File: src/rtl/rcu_wb_collector_if.sv
// Writeback collector bus: FU responses, ROB head and flush in; merged writeback
// ports, issue stall and PC redirect out.
interface rcu_wb_collector_if #(
  parameter int XLEN               = 64,
  parameter int ROB_INDEX_WIDTH    = 4,
  parameter int PHY_REG_ADDR_WIDTH = 6,
  parameter int PC_WIDTH           = 39
);
  logic                          fu_rcu_alu1_resp_valid_i;
  logic [ROB_INDEX_WIDTH-1:0]    fu_rcu_alu1_wrb_rob_index_i;
  logic [PHY_REG_ADDR_WIDTH-1:0] fu_rcu_alu1_wrb_prd_addr_i;
  logic [XLEN-1:0]               fu_rcu_alu1_wrb_data_i;
  logic                          fu_rcu_alu1_branch_predict_miss_i;
  logic [PC_WIDTH-1:0]           fu_rcu_alu1_final_next_pc_i;

  logic                          fu_rcu_alu2_resp_valid_i;
  logic [ROB_INDEX_WIDTH-1:0]    fu_rcu_alu2_wrb_rob_index_i;
  logic [PHY_REG_ADDR_WIDTH-1:0] fu_rcu_alu2_wrb_prd_addr_i;
  logic [XLEN-1:0]               fu_rcu_alu2_wrb_data_i;
  logic                          fu_rcu_alu2_branch_predict_miss_i;
  logic [PC_WIDTH-1:0]           fu_rcu_alu2_final_next_pc_i;

  logic                          fu_rcu_lsu_comm_vld_i;
  logic [ROB_INDEX_WIDTH-1:0]    fu_rcu_lsu_comm_rob_index_i;
  logic [PHY_REG_ADDR_WIDTH-1:0] fu_rcu_lsu_comm_rd_addr_i;
  logic [XLEN-1:0]               fu_rcu_lsu_comm_data_i;

  logic [ROB_INDEX_WIDTH-1:0]    rob_head_i;
  logic                          flush_i;

  logic                          wb0_vld_o;
  logic [ROB_INDEX_WIDTH-1:0]    wb0_rob_index_o;
  logic [PHY_REG_ADDR_WIDTH-1:0] wb0_prd_addr_o;
  logic [XLEN-1:0]               wb0_data_o;
  logic                          wb1_vld_o;
  logic [ROB_INDEX_WIDTH-1:0]    wb1_rob_index_o;
  logic [PHY_REG_ADDR_WIDTH-1:0] wb1_prd_addr_o;
  logic [XLEN-1:0]               wb1_data_o;
  logic                          wb_stall_o;
  logic                          redirect_vld_o;
  logic [PC_WIDTH-1:0]           redirect_pc_o;
  logic [ROB_INDEX_WIDTH-1:0]    redirect_rob_index_o;

  modport master (
    output fu_rcu_alu1_resp_valid_i, fu_rcu_alu1_wrb_rob_index_i, fu_rcu_alu1_wrb_prd_addr_i,
           fu_rcu_alu1_wrb_data_i, fu_rcu_alu1_branch_predict_miss_i, fu_rcu_alu1_final_next_pc_i,
           fu_rcu_alu2_resp_valid_i, fu_rcu_alu2_wrb_rob_index_i, fu_rcu_alu2_wrb_prd_addr_i,
           fu_rcu_alu2_wrb_data_i, fu_rcu_alu2_branch_predict_miss_i, fu_rcu_alu2_final_next_pc_i,
           fu_rcu_lsu_comm_vld_i, fu_rcu_lsu_comm_rob_index_i, fu_rcu_lsu_comm_rd_addr_i,
           fu_rcu_lsu_comm_data_i, rob_head_i, flush_i,
    input  wb0_vld_o, wb0_rob_index_o, wb0_prd_addr_o, wb0_data_o,
           wb1_vld_o, wb1_rob_index_o, wb1_prd_addr_o, wb1_data_o,
           wb_stall_o, redirect_vld_o, redirect_pc_o, redirect_rob_index_o
  );

  modport slave (
    input  fu_rcu_alu1_resp_valid_i, fu_rcu_alu1_wrb_rob_index_i, fu_rcu_alu1_wrb_prd_addr_i,
           fu_rcu_alu1_wrb_data_i, fu_rcu_alu1_branch_predict_miss_i, fu_rcu_alu1_final_next_pc_i,
           fu_rcu_alu2_resp_valid_i, fu_rcu_alu2_wrb_rob_index_i, fu_rcu_alu2_wrb_prd_addr_i,
           fu_rcu_alu2_wrb_data_i, fu_rcu_alu2_branch_predict_miss_i, fu_rcu_alu2_final_next_pc_i,
           fu_rcu_lsu_comm_vld_i, fu_rcu_lsu_comm_rob_index_i, fu_rcu_lsu_comm_rd_addr_i,
           fu_rcu_lsu_comm_data_i, rob_head_i, flush_i,
    output wb0_vld_o, wb0_rob_index_o, wb0_prd_addr_o, wb0_data_o,
           wb1_vld_o, wb1_rob_index_o, wb1_prd_addr_o, wb1_data_o,
           wb_stall_o, redirect_vld_o, redirect_pc_o, redirect_rob_index_o
  );
endinterface

File: src/rtl/rcu_wb_collector.sv
// Merges up to three writebacks per cycle onto two registered ports with an
// in-order overflow FIFO, and raises one redirect for the oldest mispredict.
module rcu_wb_collector #(
  parameter int XLEN               = 64,
  parameter int ROB_INDEX_WIDTH    = 4,
  parameter int PHY_REG_ADDR_WIDTH = 6,
  parameter int PC_WIDTH           = 39,
  parameter int BUF_DEPTH          = 4,
  parameter int BUF_PTR_WIDTH      = 2
) (
  input  logic               clk,
  input  logic               rstn,
  rcu_wb_collector_if.slave  bus
);
  localparam int CNT_W = BUF_PTR_WIDTH + 1;

  typedef struct packed {
    logic [ROB_INDEX_WIDTH-1:0]    rob;
    logic [PHY_REG_ADDR_WIDTH-1:0] prd;
    logic [XLEN-1:0]               data;
  } wb_entry_t;

  typedef enum logic {RD_IDLE, RD_WAIT_FLUSH} rd_state_e;

  wb_entry_t                buf_q [BUF_DEPTH];
  logic [BUF_PTR_WIDTH-1:0] head_q, head_d, tail_q, tail_d;
  logic [CNT_W-1:0]         count_q, count_d;

  wb_entry_t cand [5];
  logic [4:0] cand_vld;
  wb_entry_t slot [5];
  logic [4:0] slot_vld;
  logic [1:0] deq_cnt, enq_cnt;

  wb_entry_t wb0_q, wb1_q;
  logic      wb0_vld_q, wb1_vld_q, stall_q;

  rd_state_e                  state_q, state_d;
  logic                       redir_fire;
  logic                       redir_vld_q;
  logic [PC_WIDTH-1:0]        redir_pc_q, sel_pc;
  logic [ROB_INDEX_WIDTH-1:0] redir_rob_q, sel_rob;
  logic                       miss1, miss2;
  logic [ROB_INDEX_WIDTH-1:0] age1, age2;

  // Candidates in age order: the two oldest FIFO entries, then alu1, alu2, lsu.
  always_comb begin
    cand[0]     = buf_q[head_q];
    cand_vld[0] = (count_q != '0);
    cand[1]     = buf_q[head_q + BUF_PTR_WIDTH'(1)];
    cand_vld[1] = (count_q > CNT_W'(1));
    cand[2]     = '{rob: bus.fu_rcu_alu1_wrb_rob_index_i, prd: bus.fu_rcu_alu1_wrb_prd_addr_i,
                    data: bus.fu_rcu_alu1_wrb_data_i};
    cand_vld[2] = bus.fu_rcu_alu1_resp_valid_i;
    cand[3]     = '{rob: bus.fu_rcu_alu2_wrb_rob_index_i, prd: bus.fu_rcu_alu2_wrb_prd_addr_i,
                    data: bus.fu_rcu_alu2_wrb_data_i};
    cand_vld[3] = bus.fu_rcu_alu2_resp_valid_i;
    cand[4]     = '{rob: bus.fu_rcu_lsu_comm_rob_index_i, prd: bus.fu_rcu_lsu_comm_rd_addr_i,
                    data: bus.fu_rcu_lsu_comm_data_i};
    cand_vld[4] = bus.fu_rcu_lsu_comm_vld_i;
  end

  // Compact valid candidates: slots 0/1 feed wb0/wb1, slots 2..4 are enqueued.
  // FIFO entries sit at the front, so only incoming responses reach slots 2..4.
  always_comb begin : compact
    logic [2:0] n;
    // NOTE: every always_comb output gets a default first so no latch is inferred.
    n        = '0;
    slot_vld = '0;
    for (int i = 0; i < 5; i++) slot[i] = '0;
    for (int k = 0; k < 5; k++) begin
      if (cand_vld[k]) begin
        slot[n]     = cand[k];
        slot_vld[n] = 1'b1;
        n           = n + 3'd1;
      end
    end
  end

  always_comb begin
    deq_cnt = (count_q > CNT_W'(1)) ? 2'd2 : {1'b0, (count_q != '0)};
    enq_cnt = {1'b0, slot_vld[2]} + {1'b0, slot_vld[3]} + {1'b0, slot_vld[4]};
    head_d  = head_q + BUF_PTR_WIDTH'(deq_cnt);
    tail_d  = tail_q + BUF_PTR_WIDTH'(enq_cnt);
    count_d = count_q + CNT_W'(enq_cnt) - CNT_W'(deq_cnt);
  end

  assign miss1 = bus.fu_rcu_alu1_resp_valid_i & bus.fu_rcu_alu1_branch_predict_miss_i;
  assign miss2 = bus.fu_rcu_alu2_resp_valid_i & bus.fu_rcu_alu2_branch_predict_miss_i;
  assign age1  = bus.fu_rcu_alu1_wrb_rob_index_i - bus.rob_head_i;
  assign age2  = bus.fu_rcu_alu2_wrb_rob_index_i - bus.rob_head_i;

  always_comb begin
    state_d    = state_q;
    redir_fire = 1'b0;
    sel_pc     = bus.fu_rcu_alu1_final_next_pc_i;
    sel_rob    = bus.fu_rcu_alu1_wrb_rob_index_i;
    if (miss2 && (!miss1 || (age2 < age1))) begin
      sel_pc  = bus.fu_rcu_alu2_final_next_pc_i;
      sel_rob = bus.fu_rcu_alu2_wrb_rob_index_i;
    end
    case (state_q)
      RD_IDLE: begin
        if (miss1 || miss2) begin
          redir_fire = 1'b1;
          state_d    = RD_WAIT_FLUSH;
        end
      end
      RD_WAIT_FLUSH: state_d = RD_WAIT_FLUSH;
      default:       state_d = RD_IDLE;
    endcase
    if (bus.flush_i) begin
      redir_fire = 1'b0;
      state_d    = RD_IDLE;
    end
  end

  // NOTE: sequential state uses non-blocking assignments so all registers update together.
  always_ff @(posedge clk) begin
    if (!rstn) begin
      head_q      <= '0;
      tail_q      <= '0;
      count_q     <= '0;
      wb0_q       <= '0;
      wb1_q       <= '0;
      wb0_vld_q   <= 1'b0;
      wb1_vld_q   <= 1'b0;
      stall_q     <= 1'b0;
      state_q     <= RD_IDLE;
      redir_vld_q <= 1'b0;
      redir_pc_q  <= '0;
      redir_rob_q <= '0;
    end else begin
      state_q     <= state_d;
      redir_vld_q <= redir_fire;
      if (redir_fire) begin
        redir_pc_q  <= sel_pc;
        redir_rob_q <= sel_rob;
      end
      if (bus.flush_i) begin
        head_q    <= '0;
        tail_q    <= '0;
        count_q   <= '0;
        wb0_vld_q <= 1'b0;
        wb1_vld_q <= 1'b0;
        stall_q   <= 1'b0;
      end else begin
        head_q    <= head_d;
        tail_q    <= tail_d;
        count_q   <= count_d;
        wb0_q     <= slot[0];
        wb1_q     <= slot[1];
        wb0_vld_q <= slot_vld[0];
        wb1_vld_q <= slot_vld[1];
        stall_q   <= (count_d >= CNT_W'(BUF_DEPTH - 2));
      end
    end
  end

  // NOTE: FIFO storage is not reset; count_q alone says which entries are live.
  always_ff @(posedge clk) begin
    for (int i = 0; i < 3; i++) begin
      if (int'(enq_cnt) > i) buf_q[tail_q + BUF_PTR_WIDTH'(i)] <= slot[2 + i];
    end
  end

  assign bus.wb0_vld_o            = wb0_vld_q;
  assign bus.wb0_rob_index_o      = wb0_q.rob;
  assign bus.wb0_prd_addr_o       = wb0_q.prd;
  assign bus.wb0_data_o           = wb0_q.data;
  assign bus.wb1_vld_o            = wb1_vld_q;
  assign bus.wb1_rob_index_o      = wb1_q.rob;
  assign bus.wb1_prd_addr_o       = wb1_q.prd;
  assign bus.wb1_data_o           = wb1_q.data;
  assign bus.wb_stall_o           = stall_q;
  assign bus.redirect_vld_o       = redir_vld_q;
  assign bus.redirect_pc_o        = redir_pc_q;
  assign bus.redirect_rob_index_o = redir_rob_q;
endmodule
File: src/flat_wrapper.sv
// flat-port wrapper written by rule: the top's interface ports become plain ports
module rcu_wb_collector_flat 
#(
  parameter int XLEN               = 64,
  parameter int ROB_INDEX_WIDTH    = 4,
  parameter int PHY_REG_ADDR_WIDTH = 6,
  parameter int PC_WIDTH           = 39,
  parameter int BUF_DEPTH          = 4,
  parameter int BUF_PTR_WIDTH      = 2
)
  (clk, rstn, bus_fu_rcu_alu1_resp_valid_i, bus_fu_rcu_alu1_wrb_rob_index_i, bus_fu_rcu_alu1_wrb_prd_addr_i, bus_fu_rcu_alu1_wrb_data_i, bus_fu_rcu_alu1_branch_predict_miss_i, bus_fu_rcu_alu1_final_next_pc_i, bus_fu_rcu_alu2_resp_valid_i, bus_fu_rcu_alu2_wrb_rob_index_i, bus_fu_rcu_alu2_wrb_prd_addr_i, bus_fu_rcu_alu2_wrb_data_i, bus_fu_rcu_alu2_branch_predict_miss_i, bus_fu_rcu_alu2_final_next_pc_i, bus_fu_rcu_lsu_comm_vld_i, bus_fu_rcu_lsu_comm_rob_index_i, bus_fu_rcu_lsu_comm_rd_addr_i, bus_fu_rcu_lsu_comm_data_i, bus_rob_head_i, bus_flush_i, bus_wb0_vld_o, bus_wb0_rob_index_o, bus_wb0_prd_addr_o, bus_wb0_data_o, bus_wb1_vld_o, bus_wb1_rob_index_o, bus_wb1_prd_addr_o, bus_wb1_data_o, bus_wb_stall_o, bus_redirect_vld_o, bus_redirect_pc_o, bus_redirect_rob_index_o);
  rcu_wb_collector_if #(.XLEN(XLEN), .ROB_INDEX_WIDTH(ROB_INDEX_WIDTH), .PHY_REG_ADDR_WIDTH(PHY_REG_ADDR_WIDTH), .PC_WIDTH(PC_WIDTH)) bus_i ();
  input  logic clk;
  input  logic rstn;
  input wire logic [$bits(bus_i.fu_rcu_alu1_resp_valid_i)-1:0] bus_fu_rcu_alu1_resp_valid_i;
  input wire logic [$bits(bus_i.fu_rcu_alu1_wrb_rob_index_i)-1:0] bus_fu_rcu_alu1_wrb_rob_index_i;
  input wire logic [$bits(bus_i.fu_rcu_alu1_wrb_prd_addr_i)-1:0] bus_fu_rcu_alu1_wrb_prd_addr_i;
  input wire logic [$bits(bus_i.fu_rcu_alu1_wrb_data_i)-1:0] bus_fu_rcu_alu1_wrb_data_i;
  input wire logic [$bits(bus_i.fu_rcu_alu1_branch_predict_miss_i)-1:0] bus_fu_rcu_alu1_branch_predict_miss_i;
  input wire logic [$bits(bus_i.fu_rcu_alu1_final_next_pc_i)-1:0] bus_fu_rcu_alu1_final_next_pc_i;
  input wire logic [$bits(bus_i.fu_rcu_alu2_resp_valid_i)-1:0] bus_fu_rcu_alu2_resp_valid_i;
  input wire logic [$bits(bus_i.fu_rcu_alu2_wrb_rob_index_i)-1:0] bus_fu_rcu_alu2_wrb_rob_index_i;
  input wire logic [$bits(bus_i.fu_rcu_alu2_wrb_prd_addr_i)-1:0] bus_fu_rcu_alu2_wrb_prd_addr_i;
  input wire logic [$bits(bus_i.fu_rcu_alu2_wrb_data_i)-1:0] bus_fu_rcu_alu2_wrb_data_i;
  input wire logic [$bits(bus_i.fu_rcu_alu2_branch_predict_miss_i)-1:0] bus_fu_rcu_alu2_branch_predict_miss_i;
  input wire logic [$bits(bus_i.fu_rcu_alu2_final_next_pc_i)-1:0] bus_fu_rcu_alu2_final_next_pc_i;
  input wire logic [$bits(bus_i.fu_rcu_lsu_comm_vld_i)-1:0] bus_fu_rcu_lsu_comm_vld_i;
  input wire logic [$bits(bus_i.fu_rcu_lsu_comm_rob_index_i)-1:0] bus_fu_rcu_lsu_comm_rob_index_i;
  input wire logic [$bits(bus_i.fu_rcu_lsu_comm_rd_addr_i)-1:0] bus_fu_rcu_lsu_comm_rd_addr_i;
  input wire logic [$bits(bus_i.fu_rcu_lsu_comm_data_i)-1:0] bus_fu_rcu_lsu_comm_data_i;
  input wire logic [$bits(bus_i.rob_head_i)-1:0] bus_rob_head_i;
  input wire logic [$bits(bus_i.flush_i)-1:0] bus_flush_i;
  output wire logic [$bits(bus_i.wb0_vld_o)-1:0] bus_wb0_vld_o;
  output wire logic [$bits(bus_i.wb0_rob_index_o)-1:0] bus_wb0_rob_index_o;
  output wire logic [$bits(bus_i.wb0_prd_addr_o)-1:0] bus_wb0_prd_addr_o;
  output wire logic [$bits(bus_i.wb0_data_o)-1:0] bus_wb0_data_o;
  output wire logic [$bits(bus_i.wb1_vld_o)-1:0] bus_wb1_vld_o;
  output wire logic [$bits(bus_i.wb1_rob_index_o)-1:0] bus_wb1_rob_index_o;
  output wire logic [$bits(bus_i.wb1_prd_addr_o)-1:0] bus_wb1_prd_addr_o;
  output wire logic [$bits(bus_i.wb1_data_o)-1:0] bus_wb1_data_o;
  output wire logic [$bits(bus_i.wb_stall_o)-1:0] bus_wb_stall_o;
  output wire logic [$bits(bus_i.redirect_vld_o)-1:0] bus_redirect_vld_o;
  output wire logic [$bits(bus_i.redirect_pc_o)-1:0] bus_redirect_pc_o;
  output wire logic [$bits(bus_i.redirect_rob_index_o)-1:0] bus_redirect_rob_index_o;
  assign bus_i.fu_rcu_alu1_resp_valid_i = bus_fu_rcu_alu1_resp_valid_i;
  assign bus_i.fu_rcu_alu1_wrb_rob_index_i = bus_fu_rcu_alu1_wrb_rob_index_i;
  assign bus_i.fu_rcu_alu1_wrb_prd_addr_i = bus_fu_rcu_alu1_wrb_prd_addr_i;
  assign bus_i.fu_rcu_alu1_wrb_data_i = bus_fu_rcu_alu1_wrb_data_i;
  assign bus_i.fu_rcu_alu1_branch_predict_miss_i = bus_fu_rcu_alu1_branch_predict_miss_i;
  assign bus_i.fu_rcu_alu1_final_next_pc_i = bus_fu_rcu_alu1_final_next_pc_i;
  assign bus_i.fu_rcu_alu2_resp_valid_i = bus_fu_rcu_alu2_resp_valid_i;
  assign bus_i.fu_rcu_alu2_wrb_rob_index_i = bus_fu_rcu_alu2_wrb_rob_index_i;
  assign bus_i.fu_rcu_alu2_wrb_prd_addr_i = bus_fu_rcu_alu2_wrb_prd_addr_i;
  assign bus_i.fu_rcu_alu2_wrb_data_i = bus_fu_rcu_alu2_wrb_data_i;
  assign bus_i.fu_rcu_alu2_branch_predict_miss_i = bus_fu_rcu_alu2_branch_predict_miss_i;
  assign bus_i.fu_rcu_alu2_final_next_pc_i = bus_fu_rcu_alu2_final_next_pc_i;
  assign bus_i.fu_rcu_lsu_comm_vld_i = bus_fu_rcu_lsu_comm_vld_i;
  assign bus_i.fu_rcu_lsu_comm_rob_index_i = bus_fu_rcu_lsu_comm_rob_index_i;
  assign bus_i.fu_rcu_lsu_comm_rd_addr_i = bus_fu_rcu_lsu_comm_rd_addr_i;
  assign bus_i.fu_rcu_lsu_comm_data_i = bus_fu_rcu_lsu_comm_data_i;
  assign bus_i.rob_head_i = bus_rob_head_i;
  assign bus_i.flush_i = bus_flush_i;
  assign bus_wb0_vld_o = bus_i.wb0_vld_o;
  assign bus_wb0_rob_index_o = bus_i.wb0_rob_index_o;
  assign bus_wb0_prd_addr_o = bus_i.wb0_prd_addr_o;
  assign bus_wb0_data_o = bus_i.wb0_data_o;
  assign bus_wb1_vld_o = bus_i.wb1_vld_o;
  assign bus_wb1_rob_index_o = bus_i.wb1_rob_index_o;
  assign bus_wb1_prd_addr_o = bus_i.wb1_prd_addr_o;
  assign bus_wb1_data_o = bus_i.wb1_data_o;
  assign bus_wb_stall_o = bus_i.wb_stall_o;
  assign bus_redirect_vld_o = bus_i.redirect_vld_o;
  assign bus_redirect_pc_o = bus_i.redirect_pc_o;
  assign bus_redirect_rob_index_o = bus_i.redirect_rob_index_o;
  rcu_wb_collector #(.XLEN(XLEN), .ROB_INDEX_WIDTH(ROB_INDEX_WIDTH), .PHY_REG_ADDR_WIDTH(PHY_REG_ADDR_WIDTH), .PC_WIDTH(PC_WIDTH), .BUF_DEPTH(BUF_DEPTH), .BUF_PTR_WIDTH(BUF_PTR_WIDTH)) u_core (.clk(clk), .rstn(rstn), .bus(bus_i));
endmodule
File: config.mk
export PLATFORM = sky130hd
export DESIGN_NAME = rcu_wb_collector_flat
export DESIGN_NICKNAME = d
export VERILOG_FILES = /design/src/rtl/rcu_wb_collector_if.sv /design/src/rtl/rcu_wb_collector.sv /design/src/flat_wrapper.sv
export SDC_FILE = /design/constraint.sdc
export NUM_CORES = 2
export LEC_CHECK = 0
export CORE_ASPECT_RATIO = 0.75
export CORE_MARGIN = 2
export CORE_UTILIZATION = 40
export CTS_CLUSTER_SIZE = 16
export DETAILED_ROUTE_END_ITERATION = 8
export HOLD_SLACK_MARGIN = 0.02
export PLACE_DENSITY = 0.75
export SYNTH_ARGS = -nofsm -noshare
export SYNTH_HDL_FRONTEND = slang
export SYNTH_SLANG_ARGS = --single-unit
File: constraint.sdc
create_clock -name clk -period 8.9 [get_ports clk]
set_input_delay 1.335 -clock clk [delete_from_list [all_inputs] [get_ports clk]]
set_output_delay 1.335 -clock clk [all_outputs]
set_load 0.03 [all_outputs]
==> impl_metrics.env <==
export IMPL_required_ns=9.41
export IMPL_final_common_cell="clkdlybuf4s50_1"
export IMPL_layout_nets=3676
export IMPL_wire_per_inst_um=28.3
export IMPL_cts_hold_buf=0
export IMPL_ioPinCount=507
export IMPL_final_cell_mix="503 x clkdlybuf4s50_1, 435 x nand2_1, 317 x nor2_1"
export IMPL_final_util_pct=50.1
export IMPL_seq_area_um2=13000
export IMPL_ys_ff_latch=499
export IMPL_port_buffers=506
export IMPL_hpwl_um=72200
export IMPL_postSynth_asyncResetShare_pct=0
export IMPL_syn_area_um2=30100
export IMPL_core_area_um2=74800
export IMPL_clk_pin_slew_ns=0.07
export IMPL_cts_made_buffers=54
export IMPL_cts_num_sinks=499
export IMPL_end_kind="flip-flop"
export IMPL_crit_slowest_cell="o21ai_4"
export IMPL_cts_setup_buffers=0
export IMPL_slowest_delay_ns=0.96
export IMPL_status="finished clean"
export IMPL_worstSetupStartpointType="flip-flop"
export IMPL_switching_share_pct=44.9
export IMPL_routed_wl_um=124000
export IMPL_drc=0
export IMPL_synth_warnings=0
export IMPL_hold_viol_final=0
export IMPL_synth_edf_count=296
export IMPL_synth_nets=3393
export IMPL_post_cts_resized=0
export IMPL_vias=29873
export IMPL_fin_crit_ns=6.66
export IMPL_slew_headroom_pct=6.93
export IMPL_grt_usage_pct=30.9
export IMPL_drtIter0Drc=4233
export IMPL_cts_tree="built"
export IMPL_synth_cell_types=59
export IMPL_avgSynthCellArea_um2=9.82
export IMPL_dieArea_um2=77400
export IMPL_finalSetupTns_ns=0
export IMPL_path_delay_family="simple AND/OR/NAND/NOR gates"
export IMPL_finalPower_mw=13.1
export IMPL_path_class="flip-flop to flip-flop"
export IMPL_grt_pass1_vias=29177
export IMPL_slew_violations=0
export IMPL_clock_fmax_mhz=150
export IMPL_grt_pass1_wl_um=182000
export IMPL_powerDensity_nw_per_um2=349
export IMPL_fin_crit_sh_pct=74.8
export IMPL_ir_worst_vdd_uv=321
export IMPL_hp_class="flip-flop to flip-flop"
export IMPL_synthFlopType="edfxtp_1"
export IMPL_syn2layout_area_growth_pct=24.6
export IMPL_worst_ep_arrival_time_ns=7.17
export IMPL_p_int_mw=7.21
export IMPL_yosysSeqAreaShare_pct=43.1
export IMPL_setup_viol=0
export IMPL_initial_core_util_pct=40.2
export IMPL_grt_max_degree=94
export IMPL_synth_cells=3062
export IMPL_routabilityCongestion=0.904
export IMPL_critPathMaxFanout=48
export IMPL_power_frac_clock_pct=18.3
export IMPL_grt_overflow=0
export IMPL_drv_cap=0
export IMPL_power_frac_comb_pct=53.5
export IMPL_fin_hold_ws_ns=0.454
export IMPL_power_switching_mw=5.88
export IMPL_worstSkewPairLatency_ns=0.66
export IMPL_drt_pre_antenna_iters=6
export IMPL_cp_num_buf_inv=2
export IMPL_p_seq_share_pct=28.2
export IMPL_fill_cells=6708
export IMPL_clock_path_buffers=3
export IMPL_floorplan_rows=87
export IMPL_rsz0062_at_grt="false"
export IMPL_drive_gt1_share_pct=9.79
export IMPL_antenna_found_initial=18
export IMPL_skew_ns=0.0390
export IMPL_worstMarginPinSlew_ns=1.39
export IMPL_die_w_um=321
export IMPL_multi_input_area_um2=15900
export IMPL_drt_vias_per_instance=6.83
export IMPL_crit_chain="or2_4, clkinv_4, ha_1, nor2b_1, a22o_4, nand3_1, fa_1, nor3b_1, a22oi_1, o21ai_4, buf_4, a221o_1"
export IMPL_htreeDepth=2
export IMPL_ant_nets=0
export IMPL_power_leakage_nw=13.2
export IMPL_root_buffer="clkbuf_16"
export IMPL_fp_dieH_um=241
==> state kept, by name (all words and copies together), names as in the netlist <==
name,count
u_core.buf_q,296
u_core.bus.wb0_data_o,64
u_core.bus.wb1_data_o,64
u_core.bus.redirect_pc_o,39
u_core.bus.wb0_prd_addr_o,6
u_core.bus.wb1_prd_addr_o,6
u_core.bus.redirect_rob_index_o,4
u_core.bus.wb0_rob_index_o,4
u_core.bus.wb1_rob_index_o,4
u_core.count_q,3
u_core.head_q,2
u_core.tail_q,2
u_core.bus.redirect_vld_o,1
u_core.bus.wb0_vld_o,1
u_core.bus.wb1_vld_o,1
u_core.bus.wb_stall_o,1
u_core.state_q,1
==> final timing paths <==
kind / startpoint / to / slack (ns) / cells past startpoint
max: u_core.count_q[2]$_SDFF_PP0_ / u_core.buf_q[2][27]$_DFFE_PP_ / 2.24 / 12
min: u_core.bus.wb1_data_o[2]$_SDFFE_PN0N_ / u_core.bus.wb1_data_o[2]$_SDFFE_PN0N_ / 0.45 / 2
max reg2reg: u_core.count_q[2]$_SDFF_PP0_ / u_core.buf_q[2][27]$_DFFE_PP_ / 2.24 / 12
min reg2reg: u_core.bus.wb1_data_o[2]$_SDFFE_PN0N_ / u_core.bus.wb1_data_o[2]$_SDFFE_PN0N_ / 0.45 / 2
==> cell type report <==
class / instances / share of cell area, %
diodes: 6 / 0.0401
clock buffers: 74 / 4.28
clock inverters: 27 / 0.658
inverters: 21 / 0.227
multi-input cells: 2215 / 42.4
flip-flops and latches: 499 / 34.6
well taps: 979 / 3.27
repair buffers: 554 / 14.5
==> power by group through the flow <==
stage               sequential [mW]  combinational, mW  clock (mW)
floorplan                      4.00               4.14           0
global placement               3.70               6.71           0
detailed placement             3.73               6.79           0
CTS                            3.68               6.83        2.41
global route                   3.74               7.40        2.49
finish                         3.70               7.00        2.40
==> tightest hold or removal path: stages, from the launching register on <==
cell	delay, ns
dfxtp_1	0.32
nand2_1	0.04
o21ai_0	0.05
==> through the flow <==
step	instance area, µm²	setup slack (ns)	instances
floorplan	30100	1.42	3062
global placement	35600	2.62	4268
detailed placement	35600	2.48	4268
CTS	37500	2.46	4369
global route	37500	2.07	4374
finish	37500	2.24	4375
==> routing by layer <==
layer	wire, µm	track usage (%)	vias up
li1	-	-	12585
met1	45300	40.1	14269
met2	54200	47.0	2566
met3	18900	10.3	431
met4	5310	14.0	22
met5	118	0	-
==> logic make-up (layout without fill, tap and decap cells) <==
family,count (synthesis),after routing,share of synthesized area [%]
AOI/OAI and AO/OA,1134,1134,27.6
and+or+nand+nor,899,899,12.1
DFF,499,499,43.1
buffers and inverters,348,676,4.81
muxes,149,149,11.1
adders and majority gates,19,19,0.890
xor gates and xnor gates,14,14,0.408
other,0,6,0
==> Yosys cell counts, types with 2 or more instances <==
cell type | instances | share of area [%]
buf_2 | 43 | 0.72
ha_1 | 15 | 0.62
clkbuf_1 | 237 | 3.0
buf_4 | 3 | 0.075
and2_1 | 10 | 0.21
or3_1 | 4 | 0.083
nand2b_1 | 6 | 0.12
o31ai_1 | 2 | 0.050
o32a_1 | 2 | 0.067
a32o_1 | 14 | 0.47
nor3_1 | 9 | 0.15
xnor2_1 | 10 | 0.29
a22o_1 | 74 | 2.2
a32oi_1 | 7 | 0.20
nand2_1 | 437 | 5.5
mux4_2 | 148 | 11
o21bai_1 | 2 | 0.050
and3_1 | 3 | 0.062
fa_1 | 4 | 0.27
a21oi_1 | 174 | 2.9
a22oi_1 | 71 | 1.8
edfxtp_1 | 296 | 30
nor3b_1 | 2 | 0.050
inv_1 | 20 | 0.25
nor2_1 | 323 | 4.0
or2_2 | 6 | 0.12
o21ai_0 | 282 | 4.7
a31oi_1 | 44 | 0.92
a221o_1 | 298 | 9.9
o21a_1 | 3 | 0.075
o22ai_1 | 2 | 0.042
buf_1 | 34 | 0.42
nor2b_1 | 7 | 0.15
nand3_1 | 86 | 1.4
xor2_1 | 4 | 0.12
dfxtp_1 | 203 | 14
a221oi_1 | 61 | 1.8
a21o_1 | 5 | 0.12
buf_6 | 9 | 0.34
o211ai_1 | 74 | 1.8
a211oi_1 | 10 | 0.25
(Power assumes the default switching activity.)
